## config.mk

```make
export PLATFORM = sky130hd
export DESIGN_NAME = bit_serializer
export DESIGN_NICKNAME = d
export VERILOG_FILES = /design/src/rtl/bit_serializer.sv
export SDC_FILE = /design/constraint.sdc
export NUM_CORES = 1
export LEC_CHECK = 0
export BUFFER_PORTS_ARGS = -buffer_cell sky130_fd_sc_hd__buf_2
export CAP_MARGIN = 30
export CORE_MARGIN = 3
export CORE_UTILIZATION = 48
export CTS_CLUSTER_DIAMETER = 120
export DETAILED_ROUTE_END_ITERATION = 10
export PLACE_DENSITY = 0.73
export SETUP_SLACK_MARGIN = 0.5
export SYNTH_ARGS = -nofsm -noshare
export SYNTH_HDL_FRONTEND = slang
export SYNTH_SLANG_ARGS = --single-unit
```

## constraint.sdc

```tcl
create_clock -name clk -period 1.5 [get_ports clk]
set_input_delay 0.075 -clock clk [delete_from_list [all_inputs] [get_ports clk]]
set_output_delay 0.075 -clock clk [all_outputs]
set_load 0.005 [all_outputs]
```

## src/rtl/bit_serializer.sv

```systemverilog
// bit_serializer: parallel word in on valid/ready, one bit out per DIV clocks
// with a one-cycle ser_en strobe; supports gapless back-to-back words.
module bit_serializer #(
  parameter int WIDTH     = 8,
  parameter int DIV       = 4,
  parameter int MSB_FIRST = 1
) (
  input  logic             clk,
  input  logic             rst_n,
  input  logic             in_valid,
  output logic             in_ready,
  input  logic [WIDTH-1:0] in_data,
  output logic             ser_d,
  output logic             ser_en,
  output logic             busy,
  output logic             done
);

  localparam int BW = (WIDTH > 2) ? $clog2(WIDTH) : 1;
  localparam int DW = (DIV > 1) ? $clog2(DIV) : 1;

  localparam logic [BW-1:0] LAST_BIT = BW'(WIDTH - 1);
  localparam logic [DW-1:0] LAST_DIV = DW'(DIV - 1);

  if (WIDTH < 2) begin : g_bad_width
    $error("bit_serializer: WIDTH must be >= 2");
  end
  if (DIV < 1) begin : g_bad_div
    $error("bit_serializer: DIV must be >= 1");
  end

  typedef enum logic {
    IDLE  = 1'b0,
    SHIFT = 1'b1
  } state_t;

  state_t            state;
  logic [WIDTH-1:0]  sr;
  logic [BW-1:0]     bit_cnt;
  logic [DW-1:0]     div_cnt;
  logic              last;
  logic              accept;

  // Last cycle of the current word: a new word may be taken in gaplessly.
  always_comb begin
    last     = (state == SHIFT) &&
               (bit_cnt == LAST_BIT) &&
               (div_cnt == LAST_DIV);
    in_ready = (state == IDLE) || last;
    accept   = in_valid && in_ready;
  end

  assign busy = (state == SHIFT);

  // Shift engine: load on accept, advance one bit every DIV clocks.
  always_ff @(posedge clk or negedge rst_n) begin
    if (!rst_n) begin
      state   <= IDLE;
      sr      <= '0;
      bit_cnt <= '0;
      div_cnt <= '0;
      ser_d   <= 1'b0;
      ser_en  <= 1'b0;
      done    <= 1'b0;
    end else begin
      ser_en <= 1'b0;
      done   <= 1'b0;
      if (accept) begin
        done    <= last;
        state   <= SHIFT;
        sr      <= in_data;
        bit_cnt <= '0;
        div_cnt <= '0;
        ser_en  <= 1'b1;
        if (MSB_FIRST != 0) ser_d <= in_data[WIDTH-1];
        else                ser_d <= in_data[0];
      end else if (state == SHIFT) begin
        if (div_cnt == LAST_DIV) begin
          div_cnt <= '0;
          if (bit_cnt != LAST_BIT) begin
            bit_cnt <= bit_cnt + 1'b1;
            ser_en  <= 1'b1;
            if (MSB_FIRST != 0) begin
              sr    <= {sr[WIDTH-2:0], 1'b0};
              ser_d <= sr[WIDTH-2];
            end else begin
              sr    <= {1'b0, sr[WIDTH-1:1]};
              ser_d <= sr[1];
            end
          end else begin
            state <= IDLE;
            done  <= 1'b1;
          end
        end else begin
          div_cnt <= div_cnt + 1'b1;
        end
      end
    end
  end

endmodule

```

# Word level (Yosys, flattened, before mapping)
# Index checks and enable logic that the tools add are counted.
[totals] latchBits=0 ram_bits=0 elab_cells=47 in_bits=11 romBits=0 out_inout_bits=5 memories=0 ff_bits=16
[classes] bitwise=1 n_lt_le_gt_ge=0 add_sub_neg=2 div_mod_pow=0 reduce_logical=8 shifts=0 eq_ne=3 n_mux=26 mul=0
[ops] op="7-bit two-way mux" count=4
[ops] op="1-bit two-way mux" count=15
[ops] op="3-bit two-way mux" count=4
[ops] op="2-bit two-way mux" count=3
[ops] op="2-bit nonzero test" count=3
[ops] op="3-bit by 1-bit adder with 3-bit output (second input constant)" count=1
[ops] op="3-bit == test (second input constant)" count=1
[ops] op="1-bit logical AND" count=3
[ops] op="3-bit inequality test (second input constant)" count=1
[ops] op="3-bit AND reduction" count=1
[ops] op="2-bit by 1-bit adder with 2-bit output (second input constant)" count=1
[ops] op="2-bit == test (second input constant)" count=1
[ops] op="1-bit logical OR" count=1
[ops] op="1-bit NOT" count=1

# Logic depth before layout (Yosys ltp)
# Gate-level depths: netlist of run 1.
[depth] word_depth=7 ltp_mapped=6 depth_no_buf=5

# Least setup slack after synthesis of run 1
# No wires, ideal clock.
[synth_path] path_kind="flip-flop to flip-flop" start="register bit_cnt[0]" end="register sr[0]" required_ns=1.379 setup_slack_ns=-0.050 path_stages_with_launch=6 setup_ns=0.121 arrival_time_ns=1.429 path_buffers=0 cell_sequence="dfrtp_1 > ha_1 > ha_1 > nor2b_2 > o22ai_4 > a22o_1"
[synth_via] elab_chain_len=7 elab_cells_between_ends=11 classes_between="eq/ne: 2; mux: 1; reduce/logical: 8"
[synth_lines] item="start: declaration" line_no="39" text="logic [BW-1:0] bit_cnt;"
[synth_lines] item="start signal: assignment" line_no="81" text="bit_cnt <= bit_cnt + 1'b1;"
[synth_lines] item="3-bit == test" line_no="47" text="(bit_cnt == LAST_BIT) &&"
[synth_lines] item="1-bit logical AND" line_no="46" text="last = (state == SHIFT) &&"
[synth_lines] item="1-bit logical AND" line_no="47"
[synth_lines] item="1-bit logical OR" line_no="49" text="in_ready = (state == IDLE) || last;"
[synth_lines] item="1-bit logical AND" line_no="50" text="accept = in_valid && in_ready;"
[synth_lines] item="2-bit nonzero test (no source line)"
[synth_lines] item="3-bit AND reduction (no source line)"
[synth_lines] item="end signal: assignment" line_no="71" text="sr <= in_data;"
[synth_lines] item="end signal: assignment" line_no="84" text="sr <= {sr[WIDTH-2:0], 1'b0};"
[synth_lines] item="end signal: assignment" line_no="87" text="sr <= {1'b0, sr[WIDTH-1:1]};"
[synth_lines] item="end: declaration" line_no="38" text="logic [WIDTH-1:0] sr;"
# Several ways; a longest one is shown, not always the timed one.
# A chain may end at the register's enable or synchronous reset.

# Worst setup path after layout of run 1
[layout_path] start="register bit_cnt[1]" end="register ser_d"
[layout_via] elab_chain_len=7 elab_cells_between_ends=11 classes_between="eq/ne: 2; mux: 1; reduce/logical: 8"
[layout_lines] item="3-bit == test" line_no="47"
[layout_lines] item="1-bit logical AND" line_no="46"
[layout_lines] item="1-bit logical AND" line_no="47"
[layout_lines] item="1-bit logical OR" line_no="49"
[layout_lines] item="1-bit logical AND" line_no="50"
[layout_lines] item="2-bit nonzero test (no source line)"
[layout_lines] item="3-bit AND reduction (no source line)"
[layout_lines] item="end signal: assignment" line_no="75" text="if (MSB_FIRST != 0) ser_d <= in_data[WIDTH-1];"
[layout_lines] item="end signal: assignment" line_no="76" text="else ser_d <= in_data[0];"
[layout_lines] item="end signal: assignment" line_no="85" text="ser_d <= sr[WIDTH-2];"
[layout_lines] item="end: declaration" line_no="13" text="output logic ser_d,"
# Several ways; a longest one is shown, not always the timed one.

==> flow_summary.toml, run 1 <==
[run_status]
status = "complete, but fails checks"
failed_checks = "negative setup slack"

[sta]
maxSlewViolCount = 0
finalHoldViolations = 0
timing.final.crit_period_ns = 1.57
tightest_slew_ns = 0.490
fmax_mhz = 638
post-route-period-util_pct = 104
rsz0062_at_grt = "true"
fin_ws_ns = -0.0675
finalSetupViolCount = 11
max-slew-margin-rel_pct = 67.2
tns_ns = -0.442
finalClockSkew_ns = 0.00429

[layout]
finish.utilization_pct = 76.6
final_nets = 131
fin_area_um2 = 1230
syn2layout_area_growth_pct = 41.6
nFillCells = 108
diodes = 0
drive_gt1_share_pct = 48.7

[logic_synthesis]
yosysSeqAreaShare_pct = 45.9
syn_area_um2 = 872
ys_warn_count = 0
syn_inst = 83
synthesis.nets = 97
ys_ff_latch = 16
synth_cell_types = 25
avgSynthCellArea_um2 = 10.5

[power]
power_frac_comb_pct = 50.6
p_seq_share_pct = 37.4
finalPower_mw = 1.93
power_density_nw_per_um2 = 1570
p_leak_nw = 0.618
p_switching_mw = 0.675
p_int_mw = 1.26
pwr-share-clk_pct = 12.0
vdd_ir_drop_max_mv = 0.930
switching_share_pct = 34.9

[worst_setup_path]
critPathSlowestCell = "dfrtp_1"
cpPeakStageDelay_ns = 0.39
cpMostUsedCell = "buf_6"
end_kind = "register"
reg2regPathDepth = 8
r2r_slack_ns = -0.07
timing.rr.end = "ser_d"
arrival_ns = 1.75
path_cells = "ha_2 -> ha_4 -> buf_4 -> buf_6 -> buf_6 -> nor2_4 -> a21oi_1 -> o22a_1"
critPathLaunchType = "register"
worst-setup-path-type = "reg -> reg"
required_ns = 1.69
critPathMaxFanout = 4
timing.rr.start = "bit_cnt[1]"

[placed_design]
post-place-ws_ns = -0.198
globalplace.congestion = 0.757
io_buffers = 15
placed_area_um2 = 1030
dp_hpwl_um = 1290

[floorplanning]
pin_count = 16
start_util_pct = 54.1
die-width_um = 48.6
die_height_um = 48.6
core_um2 = 1610
die_area_um2 = 2360
rows = 14

[hold_path]
holdCritStartpoint = "in_data[0]"
hp-class = "in -> reg"
min_path_cells = 2
worstHoldEndpoint = "sr[0]"

[cts]
clock-sinks = 16
clk_path_buf_depth = 2
tritoncts = "yes"
h-tree-depth = 1
cts_buffers = 3
cts_root_buf = "clkbuf_4"
path_clk_slew_ns = 0.09
clkLatencyLatePin_ns = 0.29

[route]
first_pass_iters = 5
drc = 0
wl_per_cell_um = 15.0
antenna_left = 0
route.vias.total = 727
drt_iter0_markers = 10
wirelength_um = 2090
post_drt_via_cell_ratio = 5.23

[global_routing]
grt_max_degree = 17
gr-usage-all-layers_pct = 18.9
grt_pass1_wl_um = 3420
antenna_found_initial = 0
grt_pass1_vias = 773
overflow = 0

[run]
cap_viol_max_count = 0
Yosys cell counts (all sizes together):
cell type,n,share of area [%]
a21boi,1,1.3
a21oi,2,1.1
a221oi,6,10
a22o,4,4.0
buf,4,3.6
dfrtp,16,46
ha,3,4.3
inv,16,6.9
mux2,1,1.3
mux2i,2,2.3
nand2,2,0.86
nand2b,2,1.4
nand3b,1,0.86
nor2,9,3.9
nor2b,2,1.7
nor3,3,1.7
o22a,1,1.0
o22ai,6,5.9
o31ai,1,0.86
or2,1,0.72
layer usage:
layer  wire, um  vias to the layer above  GRT usage (%)
met3         64                        6           4.29
met2       1110                       19           31.4
li1           -                      352              -
met4         38                        0           9.48
met5          0                        -              0
met1        878                      350           22.8
sequential cells by signal, indices dropped and copies added (netlist names):
signal / count
done: 1
ser_en: 1
ser_d: 1
sr: 7
bit_cnt: 3
div_cnt: 2
busy: 1
power by group through the flow:
| stage | clock [mW] | sequential [mW] | combinational [mW] |
|---|---|---|---|
| final | 0.231 | 0.724 | 0.980 |
| after global routing | 0.257 | 0.746 | 1.10 |
| after CTS | 0.232 | 0.718 | 0.881 |
| after detailed placement | 0 | 0.729 | 0.774 |
| after global placement | 0 | 0.721 | 0.746 |
| after floorplan | 0 | 0.713 | 0.570 |
metrics by stage:
step	hold WS [ns]	std cells
after global placement	0.00587	125
after floorplan	-0.221	83
after CTS	0.00418	134
after detailed placement	0.0121	125
after global routing	0.0192	139
final	0.0252	139
how the worst max path moves through the flow:
stage                     cells after the start  slack, ns  endpoint        from
after global placement                        5      -0.13     sr[1]  bit_cnt[1]
final                                         8      -0.07     ser_d  bit_cnt[1]
after detailed placement                      5      -0.20     sr[6]  bit_cnt[0]
after CTS                                     6      -0.07  in_ready  bit_cnt[0]
after floorplan                               6        0.1     sr[1]  bit_cnt[0]
after global routing                          6      -0.15     sr[3]  bit_cnt[1]
placed cells by master, fill, tap and decap left out:
master          n
a21boi_4        1
a21oi_1         2
a221oi_2        6
a22o_1          4
buf_12          1
buf_2          13
buf_4           8
buf_6          10
clkbuf_4        3
dfrtp_1        16
dlygate4sd3_1   1
ha_2            1
ha_4            2
inv_1          14
inv_2           2
mux2_2          1
mux2i_1         2
nand2_1         1
nand2_2         1
nand2b_1        2
nand3b_1        1
nor2_1          7
nor2_4          2
nor2b_2         1
nor2b_4         1
nor3_1          3
o22a_1          1
o22ai_1         5
o22ai_4         1
o31ai_4         1
or2_2           1
worst max-delay path: cells and delay by family, from the launching register on:
family                   cells  cell delay (ns)
AO/OA/AOI/OAI                2             0.26
adder cells (fa/ha/maj)      2             0.38
buffers and inverters        3             0.36
flip-flops                   1             0.39
AND/OR/NAND/NOR              1             0.08
cells by family after synthesis:
group,count (synthesis),synth area share (%)
DFF,16,45.9
adders and majority gates,3,4.30
muxes,3,3.59
buffers and inverters,20,10.5
AOI/OAI and AO/OA,21,24.5
and+or+nand+nor,20,11.2
repair_timing:
item / in CTS / in global routing
hold buffers: 1 / 0
pin swaps: 9 / 5
gates resized for setup: 13 / 9
endpoints found under the setup margin: 18 / 18
setup buffers: 5 / 5
endpoints found under the hold margin: 16 / 0
cell type report:
| cell class | instances | area, um^2 | area share (%) |
|---|---|---|---|
| clock buffer | 3 | 22.5 | 1.82 |
| inverter | 16 | 60.1 | 4.86 |
| multi-input combinational | 47 | 454 | 36.8 |
| sequential | 16 | 400 | 32.4 |
| tap | 24 | 30.0 | 2.43 |
| timing repair buffer | 33 | 268 | 21.7 |
Note: power is estimated with default switching activity, not from simulation.
==> run 2: changes to the inputs <==
==> constraint.sdc (replaced) <==
create_clock -name clk -period 1.5 [get_ports clk]
set_input_delay 0.225 -clock clk [delete_from_list [all_inputs] [get_ports clk]]
set_output_delay 0.225 -clock clk [all_outputs]
set_load 0.005 [all_outputs]
==> run 2 against run 1 <==
Compared with the run above: the flow still finishes with violations (negative setup slack); combinational power increased by 7%; global-route usage is 0.63 points higher; critical path depth down 2; register-to-register slack got worse by 0.09 ns; sequential cell count stayed put; non-clock buffer count increased by 3.
==> flow_summary.toml, run 2 (synthesis results as in run 1) <==
[layout]
syn2layout_area_growth_pct = 47.3
final_cell_mix = "dfrtp_1 (16), inv_1 (14), buf_2 (13)"
regArea_um2 = 400
drive_gt1_share_pct = 54.6
largest_registers = "sr x7, bit_cnt x3, div_cnt x2"
final_nets = 134
largest_register_ffs = 7
nFillCells = 104
diodes = 0
largest_register = "sr"
multi_input_area_um2 = 477
fin_area_um2 = 1280
final_cells = 143
final_common_cell = "dfrtp_1"

[worst_setup_path]
r2r_slack_ns = -0.16
critPathSlowestCell = "dfrtp_1"
required_ns = 1.27
end_kind = "output pin"
critPathMaxFanout = 4
reg2regPathDepth = 8
path_cells = "ha_2 -> ha_4 -> a21boi_2 -> buf_4 -> inv_2 -> buf_6"
critPathLaunchType = "register"
worst-setup-path-type = "reg -> out"
cpPeakStageDelay_ns = 0.40
timing.rr.start = "bit_cnt[1]"
timing.rr.end = "bit_cnt[2]"
arrival_ns = 1.48

[cts]
h-tree-depth = 1
clock-sinks = 16
path_clk_slew_ns = 0.10
clkLatencyLatePin_ns = 0.30
tritoncts = "yes"
cts_buffers = 3
clk_path_buf_depth = 2
cts_root_buf = "clkbuf_4"

[power]
power_density_nw_per_um2 = 1620
p_int_mw = 1.35
p_seq_share_pct = 35.3
finalPower_mw = 2.08
vdd_ir_drop_max_mv = 1.06
p_leak_nw = 0.638
p_switching_mw = 0.725
switching_share_pct = 34.9
pwr-share-clk_pct = 14.1
power_frac_comb_pct = 50.7

[placed_design]
placed_area_um2 = 1040
post-place-ws_ns = -0.230
globalplace.congestion = 0.752
dp_cells = 126
dp_hpwl_um = 1310
io_buffers = 15

[global_routing]
antenna_found_initial = 0
overflow = 0
grt_pass1_vias = 765
grt_max_degree = 17
gr-usage-all-layers_pct = 19.5
grt_pass1_wl_um = 3550

[floorplanning]
die-width_um = 48.6
core_um2 = 1610
die_height_um = 48.6
start_util_pct = 54.1
rows = 14
pin_count = 16
die_area_um2 = 2360

[sta]
maxSlewViolCount = 0
rsz0062_at_grt = "true"
fmax_mhz = 585
finalSetupViolCount = 12
tightest_slew_ns = 0.353
max-slew-margin-rel_pct = 76.5
finalHoldViolations = 0
finalClockSkew_ns = 0.00866
tns_ns = -1.70
post-route-period-util_pct = 114
fin_ws_ns = -0.209
timing.final.crit_period_ns = 1.71

[hold_path]
hp-class = "in -> reg"
worstHoldEndpoint = "sr[0]"
min_path_cells = 2
holdCritStartpoint = "in_data[0]"

[route]
first_pass_iters = 4
route.vias.total = 771
drt_iter0_markers = 15
drc = 0
post_drt_via_cell_ratio = 5.39
antenna_left = 0
wirelength_um = 2190
wl_per_cell_um = 15.3

[run_status]
failed_checks = "negative setup slack"
status = "complete, but fails checks"

[run]
cap_viol_max_count = 0
run 2: metrics by stage:
step | hold slack [ns] | util [%]
finish | 0.133 | 79.7
global route | 0.135 | 79.7
CTS | 0.146 | 74.5
detailed placement | 0.153 | 64.6
global placement | 0.156 | 64.6
floorplan | -0.0706 | -
run 2: worst max path at each step:
| stage | cells past startpoint | endpoint | slack, ns | start |
|---|---|---|---|---|
| floorplan | 6 | sr[1] | 0.1 | bit_cnt[0] |
| global placement | 5 | sr[6] | -0.13 | bit_cnt[1] |
| detailed placement | 5 | sr[6] | -0.23 | bit_cnt[1] |
| CTS | 6 | in_ready | -0.18 | bit_cnt[0] |
| global route | 6 | in_ready | -0.28 | bit_cnt[1] |
| finish | 6 | in_ready | -0.21 | bit_cnt[1] |
run 2: final cells by class:
cell class | instances | area share [%]
inverter | 16 | 4.67
timing repair buffer | 36 | 21.9
multi-input combinational | 47 | 37.1
sequential | 16 | 31.2
clock buffer | 4 | 2.82
tap | 24 | 2.34
run 2: layer usage:
layer,vias up,share of wire (%),GRT usage [%]
met3,5,6.3,6.44
met1,381,40,23.5
met2,26,52,33.0
met5,-,0,0
li1,359,-,-
met4,0,1.9,5.69
run 2: worst max-delay path, delay by kind of cell, from the launching register on:
family	cells	cell delay, ns
buffers and inverters	3	0.26
flip-flops	1	0.40
AO/OA/AOI/OAI	1	0.15
adder cells (fa/ha/maj)	2	0.38
run 2: power by group through the flow:
stage,sequential (mW),combinational (mW),clock [mW]
floorplan,0.713,0.570,0
global placement,0.720,0.748,0
detailed placement,0.727,0.783,0
CTS,0.724,0.913,0.292
global route,0.752,1.16,0.319
finish,0.733,1.05,0.293
run 2: repair_timing:
item	CTS	global route
endpoints found under the setup margin	20	21
hold buffers	1	0
pin swaps	8	4
cloned	0	0
resized for setup	13	13
hold endpoints to repair	16	0
buffers inserted	8	4
